<file path="src/rtl/raiden_pkg.sv">
// Playfield geometry and bullet record shared by the bullet engine, display
// and collision stages.
package raiden_pkg;

  localparam int ROWS  = 16;
  localparam int COLS  = 8;
  localparam int ROW_W = $clog2(ROWS);
  localparam int COL_W = 3;

  typedef struct packed {
    logic             valid;
    logic [ROW_W-1:0] row;
    logic [COL_W-1:0] col;
  } bullet_t;

  // Bullets appear one row above the player row.
  function automatic logic [ROW_W-1:0] spawn_row();
    return ROW_W'(ROWS - 2);
  endfunction

endpackage

</file>
<file path="src/rtl/tick_gen.sv">
// Free-running divider producing a one-cycle movement tick every STEP_DIV clocks.
module tick_gen #(
  parameter int STEP_DIV = 2500000
) (
  input  logic clk,
  input  logic rst_n,
  output logic tick_o
);

  localparam int CNT_W = $clog2(STEP_DIV);

  logic [CNT_W-1:0] cnt_q;
  logic             wrap;

  assign wrap   = (cnt_q == CNT_W'(STEP_DIV - 1));
  assign tick_o = wrap;

  always_ff @(posedge clk or negedge rst_n) begin
    if (!rst_n) begin
      cnt_q <= '0;
    end else begin
      cnt_q <= wrap ? '0 : cnt_q + 1'b1;
    end
  end

endmodule

</file>
<file path="src/rtl/bullet_engine.sv">
// Bullet pool: spawns a bullet above the player on each fire toggle, moves
// bullets upward every tick and serves a registered row-scan port.
module bullet_engine
  import raiden_pkg::*;
#(
  parameter int NUM_SLOTS = 4,
  parameter int STEP_DIV  = 2500000,
  parameter int COOLDOWN  = 2
) (
  input  logic            clk,
  input  logic            rst,
  input  logic [2:0]      playPos,
  input  logic            fire,
  input  logic [3:0]      scan_row,
  output logic [COLS-1:0] row_bits,
  output logic [3:0]      active_cnt,
  output logic            shot_drop
);

  localparam int CD_W  = (COOLDOWN > 0) ? $clog2(COOLDOWN + 1) : 1;
  localparam int IDX_W = (NUM_SLOTS > 1) ? $clog2(NUM_SLOTS) : 1;

  logic                          tick;
  logic                          req;
  logic                          fire_q;
  bullet_t [NUM_SLOTS-1:0]       slots_q, slots_d;
  logic [CD_W-1:0]               cd_q, cd_d;
  logic [COLS-1:0]               row_bits_q, row_bits_d;
  logic [3:0]                    active_cnt_q, active_cnt_d;
  logic                          shot_drop_q, shot_drop_d;
  logic                          free_found;
  logic [IDX_W-1:0]              free_idx;
  logic                          scan_ok;

  tick_gen #(
    .STEP_DIV(STEP_DIV)
  ) u_tick_gen (
    .clk   (clk),
    .rst_n (rst),
    .tick_o(tick)
  );

  // The keypad flips fire once per key hit, so both edges are requests.
  assign req = fire ^ fire_q;

  // Freeness is judged on the start-of-cycle state: slots retiring this
  // cycle cannot be refilled until the next one.
  always_comb begin
    free_found = 1'b0;
    free_idx   = '0;
    for (int i = NUM_SLOTS - 1; i >= 0; i--) begin
      if (!slots_q[i].valid) begin
        free_found = 1'b1;
        free_idx   = IDX_W'(i);
      end
    end
  end

  always_comb begin
    slots_d     = slots_q;
    cd_d        = cd_q;
    shot_drop_d = 1'b0;
    if (tick) begin
      for (int i = 0; i < NUM_SLOTS; i++) begin
        if (slots_q[i].valid) begin
          if (slots_q[i].row == '0) begin
            slots_d[i].valid = 1'b0;
          end else begin
            slots_d[i].row = slots_q[i].row - 1'b1;
          end
        end
      end
      if (cd_q != '0) begin
        cd_d = cd_q - 1'b1;
      end
    end
    if (req) begin
      if (cd_q == '0 && free_found) begin
        slots_d[free_idx].valid = 1'b1;
        slots_d[free_idx].row   = spawn_row();
        slots_d[free_idx].col   = playPos;
        cd_d                    = CD_W'(COOLDOWN);
      end else begin
        shot_drop_d = 1'b1;
      end
    end
  end

  always_comb begin
    active_cnt_d = '0;
    for (int i = 0; i < NUM_SLOTS; i++) begin
      active_cnt_d = active_cnt_d + {3'b000, slots_d[i].valid};
    end
  end

  assign scan_ok = (int'(scan_row) < ROWS);

  genvar gi;
  generate
    for (gi = 0; gi < COLS; gi++) begin : g_col
      logic hit;
      always_comb begin
        hit = 1'b0;
        for (int s = 0; s < NUM_SLOTS; s++) begin
          if (slots_q[s].valid && int'(slots_q[s].row) == int'(scan_row) &&
              int'(slots_q[s].col) == gi) begin
            hit = 1'b1;
          end
        end
      end
      assign row_bits_d[gi] = hit & scan_ok;
    end
  endgenerate

  always_ff @(posedge clk or negedge rst) begin
    if (!rst) begin
      fire_q       <= 1'b0;
      slots_q      <= '0;
      cd_q         <= '0;
      row_bits_q   <= '0;
      active_cnt_q <= '0;
      shot_drop_q  <= 1'b0;
    end else begin
      fire_q       <= fire;
      slots_q      <= slots_d;
      cd_q         <= cd_d;
      row_bits_q   <= row_bits_d;
      active_cnt_q <= active_cnt_d;
      shot_drop_q  <= shot_drop_d;
    end
  end

  assign row_bits   = row_bits_q;
  assign active_cnt = active_cnt_q;
  assign shot_drop  = shot_drop_q;

endmodule

</file>
<file path="config.mk">
export PLATFORM = sky130hd
export DESIGN_NAME = bullet_engine
export DESIGN_NICKNAME = d
export VERILOG_FILES = /design/src/rtl/raiden_pkg.sv /design/src/rtl/tick_gen.sv /design/src/rtl/bullet_engine.sv
export SDC_FILE = /design/constraint.sdc
export NUM_CORES = 1
export LEC_CHECK = 0
export CELL_PAD_IN_SITES_DETAIL_PLACEMENT = 1
export CELL_PAD_IN_SITES_GLOBAL_PLACEMENT = 1
export CORE_UTILIZATION = 29
export DETAILED_ROUTE_END_ITERATION = 7
export PLACE_DENSITY = 0.54
export REMOVE_ABC_BUFFERS = 1
export SLEW_MARGIN = 20
export SYNTH_ARGS = -nofsm -noshare
export SYNTH_HDL_FRONTEND = slang
export SYNTH_SLANG_ARGS = --single-unit
</file>
<file path="constraint.sdc">
create_clock -name clk -period 3.95 [get_ports clk]
set_input_delay 0.395 -clock clk [delete_from_list [all_inputs] [get_ports clk]]
set_output_delay 0.395 -clock clk [all_outputs]
set_load 0.02 [all_outputs]
</file>
======== Word level (Yosys, flattened, before mapping) ========
Cells that the tools add are included.
storage, ports and cells
  word-level logic and storage cells ...... 186
  bits of input ports ..................... 10
  output and inout port bits .............. 13
  bits in registers ....................... 70
operators by class
  mux-type cells .......................... 74
  bitwise operators ....................... 1
  equality and inequality tests ........... 33
  reductions and logical operators ........ 49
  $add $sub $neg .......................... 9
  magnitude comparators ................... 2
operators with widths
  cell                     number
  $bwmux W32               3
  $mux W32                 2
  $demux W8 S2             3
  $eq A3 B3 Y1 const B     16
  $mux W1                  42
  $mux W5                  8
  $logic_and A1 B1 Y1      38
  $eq A3 B2 Y1 const B     8
  $add A22 B1 Y22 const B  1
  $eq A22 B22 Y1 const B   1
  $mux W22                 1
  $eq A4 B4 Y1             4
  $logic_not A4 Y1         4
  $mux W2                  8
  $mux W4                  4
  $sub A4 B1 Y4 const B    4
  $eq A3 B1 Y1 const B     4
  $logic_not A3 Y1         4
  $mux W8                  1
  $mux W7                  1
  $add A3 B1 Y4            1
  $add A2 B1 Y3            1
  $lt A2 B3 Y1 const B     1
  $mux W3                  1
  7 further kinds          7

======== Longest topological paths before layout ========
  word-level depth ........................ 16
  depth in mapped cells ................... 10
  depth with buffers taken out ............ 9

======== By module ========
A second synthesis with hierarchy kept.
second synthesis, totals
  cells, all modules ...................... 365
  area, all modules ....................... 3,678.5 µm²
modules (own cells, without submodules)
  module         times used  area each (µm²)  cells each  seq. area each (µm²)
  bullet_engine  1           2,586.2          262         1,176.1
  tick_gen       1           1,092.3          103         550.5

======== Worst setup path after synthesis ========
OpenSTA, ideal clock, no wires.
  path kind ............................... reg2reg
  start point ............................. register u_tick_gen.cnt_q[0]
  end point ............................... register active_cnt_q[1], in the netlist active_cnt[1]
  period minus slack after synthesis ...... 2,967 ps
  path buffers ............................ 1
  setup time .............................. 126 ps
  stages on the path, launching flop included .. 11
  slack ................................... 983 ps
  arrival time ............................ 2,841 ps
  required time ........................... 3,824 ps
  path through ............................ dfrtp_1 > ha_1 > nand4_2 > or3_1 > or3_1 > clkbuf_1 > o21ai_0 > nand2_1 > fa_1 > ha_1 > ha_1
RTL lines
  element                 RTL line              text
  from (decl)             tick_gen.sv:12        logic [CNT_W-1:0] cnt_q;
  from (signal assigned)  tick_gen.sv:22        cnt_q <= wrap ? '0 : cnt_q + 1'b1;
  to (signal assigned)    bullet_engine.sv:128  active_cnt_q <= active_cnt_d;
  to (decl)               bullet_engine.sv:29   logic [3:0] active_cnt_q, active_cnt_d;

==> impl_metrics.tcl <==
set metrics [dict create \
    ys_seq_area_share_pct 47.8 \
    cts_buffers 9 \
    slowest_stage "fa_1" \
    finalInstanceArea_um2 4310 \
    n_fill_cell 1388 \
    cts-resized-gates 0 \
    drt_first_iter_violations 113 \
    cp.required_ns 4.17 \
    cpMostUsedCell "ha_1" \
    yosys_warnings 0 \
    rsz0062_at_grt "no" \
    r2r_cells 9 \
    cts_max_path_buffers 2 \
    seq_area_um2 1730 \
    first_pass_iters 4 \
    setup_tns_ns 0 \
    synth_fa_ha_area_share_pct 2.98 \
    cts.htree.levels 3 \
    hpwl_mm 7.02 \
    area_growth_pct 19.5 \
    wl_met1_mm 4.53 \
    synth_cells 364 \
    synth-xor-area-share_pct 8.25 \
    fmax_mhz 326 \
    grt_pass1_wl_mm 15.8 \
    path_buf_inv 0 \
    grtUsageTotal_pct 16.4 \
    clk_latency_ns 0.34 \
    vias_per_cell 4.96 \
    setup_viol 0 \
    antenna_found_initial 0 \
    dr_wl_met2_mm 4.47 \
    powerDensity_nw_per_um2 386 \
    synthMuxAreaShare_pct 4.23 \
    finalNonFillerCells 564 \
    start_util_pct 29.9 \
    nets 410 \
    path_depth 9 \
    clk_pin_slew_ns 0.05 \
    slew_headroom_pct 38.2 \
    portBuffers 21 \
    cts_setup_buffers 0 \
    cpPeakStageDelay_ns 0.53 \
    end_kind "flop" \
    first_global_vias 3037 \
    drt_wl_total_mm 9.39 \
    critPathLaunchType "flop" \
    io_pins 23 \
    die_h_um 114 \
    synth_edf_count 0 \
    synth_area_per_cell_um2 9.92 \
    ys_ff_latch 69 \
    synth_compound_area_share_pct 8.18 \
    dpl-instance-area_um2 4040 \
    synthArstFlopShare_pct 100 \
    hold_buffers 0 \
    crit_fanout 4 \
    grt.overflow.total 0 \
    cts_tree "done" \
    place_congestion 0.805 \
    synth_top_area_cell "dfrtp_1" \
    hold_viol 0 \
    drv_cap 0 \
    worstSetupPathType "reg2reg" \
    cp_top_family "adder cells" \
    synth_top_family_by_area "simple AND/OR/NAND/NOR gates" \
    finClkSkew_ns 0.00341 \
    cts.sinks 69 \
    met3_length_um 210 \
    fin_crit_sh_pct 77.7 \
    drive_gt1_share_pct 10.1 \
    netlist_top_cells_area "dfrtp_1, xor2_1, nand2_1" \
    status "finished clean" \
    synth-simple-area-share_pct 26.1 \
    dieArea_um2 12900 \
    die_w_um 114 \
    ys_dominant_reg_cell "dfrtp_1" \
    synth_top_area_share_pct 47.8 \
    detail-route-antenna-nets 0 \
    yosysMostFrequentCell "dfrtp_1" \
    finish.utilization_pct 35.8 \
    post-route-drc-count 0 \
    grt_max_degree 37 \
    synth_cell_types 49 \
    wire_per_inst_um 16.6 \
    arrival_ns 3.29 \
    synth.cell_area_um2 3610 \
    antennaDiodeCount 0 \
    period_needed_ns 3.07 \
    coreArea_um2 12100 \
    leakage_nw 1.79 \
    worstMarginPinSlew_ns 0.919 \
    clockRootBuffer "clkbuf_16" \
    placementRows 40 \
    hold_class "in2async" \
    slew_viol_final 0 \
    top_layer_used "met4" \
    multiInputGateArea_um2 1800 \
    post-place-cells 549 \
    vdd_drop_max_mv 0.216 \
    synth_common_cells "dfrtp_1, nand2_1, nor2_1, nand3_1, xor2_1" \
    vias 2800 \
    path_cells "ha_1 -> nand4_2 -> or3_1 -> or3_1 -> o21ai_0 -> nand2_1 -> fa_1 -> ha_1 -> ha_1" \
]
[path summary, 6_finish.rpt]
check / from / endpoint / slack, ns
min in group clk: u_tick_gen.cnt_q[21]$_DFF_PN0_ / u_tick_gen.cnt_q[21]$_DFF_PN0_ / 0.50
setup / recovery: u_tick_gen.cnt_q[0]$_DFF_PN0_ / active_cnt[1]$_DFF_PN0_ / 0.88
hold reg to reg: u_tick_gen.cnt_q[21]$_DFF_PN0_ / u_tick_gen.cnt_q[21]$_DFF_PN0_ / 0.50
hold / removal: rst / slots_q[19]$_DFF_PN0_ / 0.18
setup reg to reg: u_tick_gen.cnt_q[0]$_DFF_PN0_ / active_cnt[1]$_DFF_PN0_ / 0.88
max in group asynchronous: rst / u_tick_gen.cnt_q[9]$_DFF_PN0_ / 2.94
[flip-flops by register name, indices dropped and copies added, names as in the netlist]
| name | cells |
|---|---|
| row_bits | 8 |
| cd_q | 2 |
| active_cnt | 3 |
| shot_drop | 1 |
| fire_q | 1 |
| u_tick_gen.cnt_q | 22 |
| slots_q | 32 |
[layer usage]
| layer | vias to the layer above | track usage [%] |
|---|---|---|
| met2 | 27 | 27.0 |
| li1 | 1341 | - |
| met5 | - | 0 |
| met3 | 15 | 3.51 |
| met1 | 1417 | 20.7 |
| met4 | 0 | 7.46 |
[cell usage in the layout (no fill, tap or decap), types with 12 or more instances in the layout]
cell type | synthesis | routed
nand2_1 | 41 | 41
o21ai_0 | 12 | 12
nor2_1 | 26 | 26
xor2_1 | 21 | 21
nand2b_1 | 14 | 14
nand3_1 | 22 | 22
inv_1 | 12 | 12
xnor2_1 | 13 | 13
clkdlybuf4s50_1 | 0 | 20
dfrtp_1 | 69 | 69
[area by class of cell]
| cell class | count | share of cell area, % |
|---|---|---|
| well taps | 168 | 4.87 |
| multi-input cells | 273 | 41.8 |
| flip-flops and latches | 69 | 40.0 |
| clock inverters | 1 | 0.116 |
| repair buffers | 27 | 5.80 |
| clock buffers | 14 | 6.35 |
| inverters | 12 | 1.04 |
[through the flow]
step                total power, W  worst slack, ns  hold slack, ns
floorplan                 0.000847            0.474          0.0994
finish                     0.00167            0.879           0.182
global placement          0.000921            0.968           0.470
CTS                        0.00170            0.867           0.226
global route               0.00174            0.622           0.249
detailed placement        0.000925            0.889           0.491
[power by group]
part,switching [W],total (W),internal [W]
logic,0.0000739,0.000142,0.0000681
registers,0.0000318,0.000768,0.000736
clock network,0.000286,0.000758,0.000472
total,0.000392,0.00167,0.00128
[kinds of logic after synthesis]
logic type | Yosys count
buf+inv | 22
compound gates | 42
mux | 14
fa+ha+maj | 8
simple gates | 174
xor+xnor | 34
other cells | 1
flops | 69
Power figures use the tool's default switching activity.
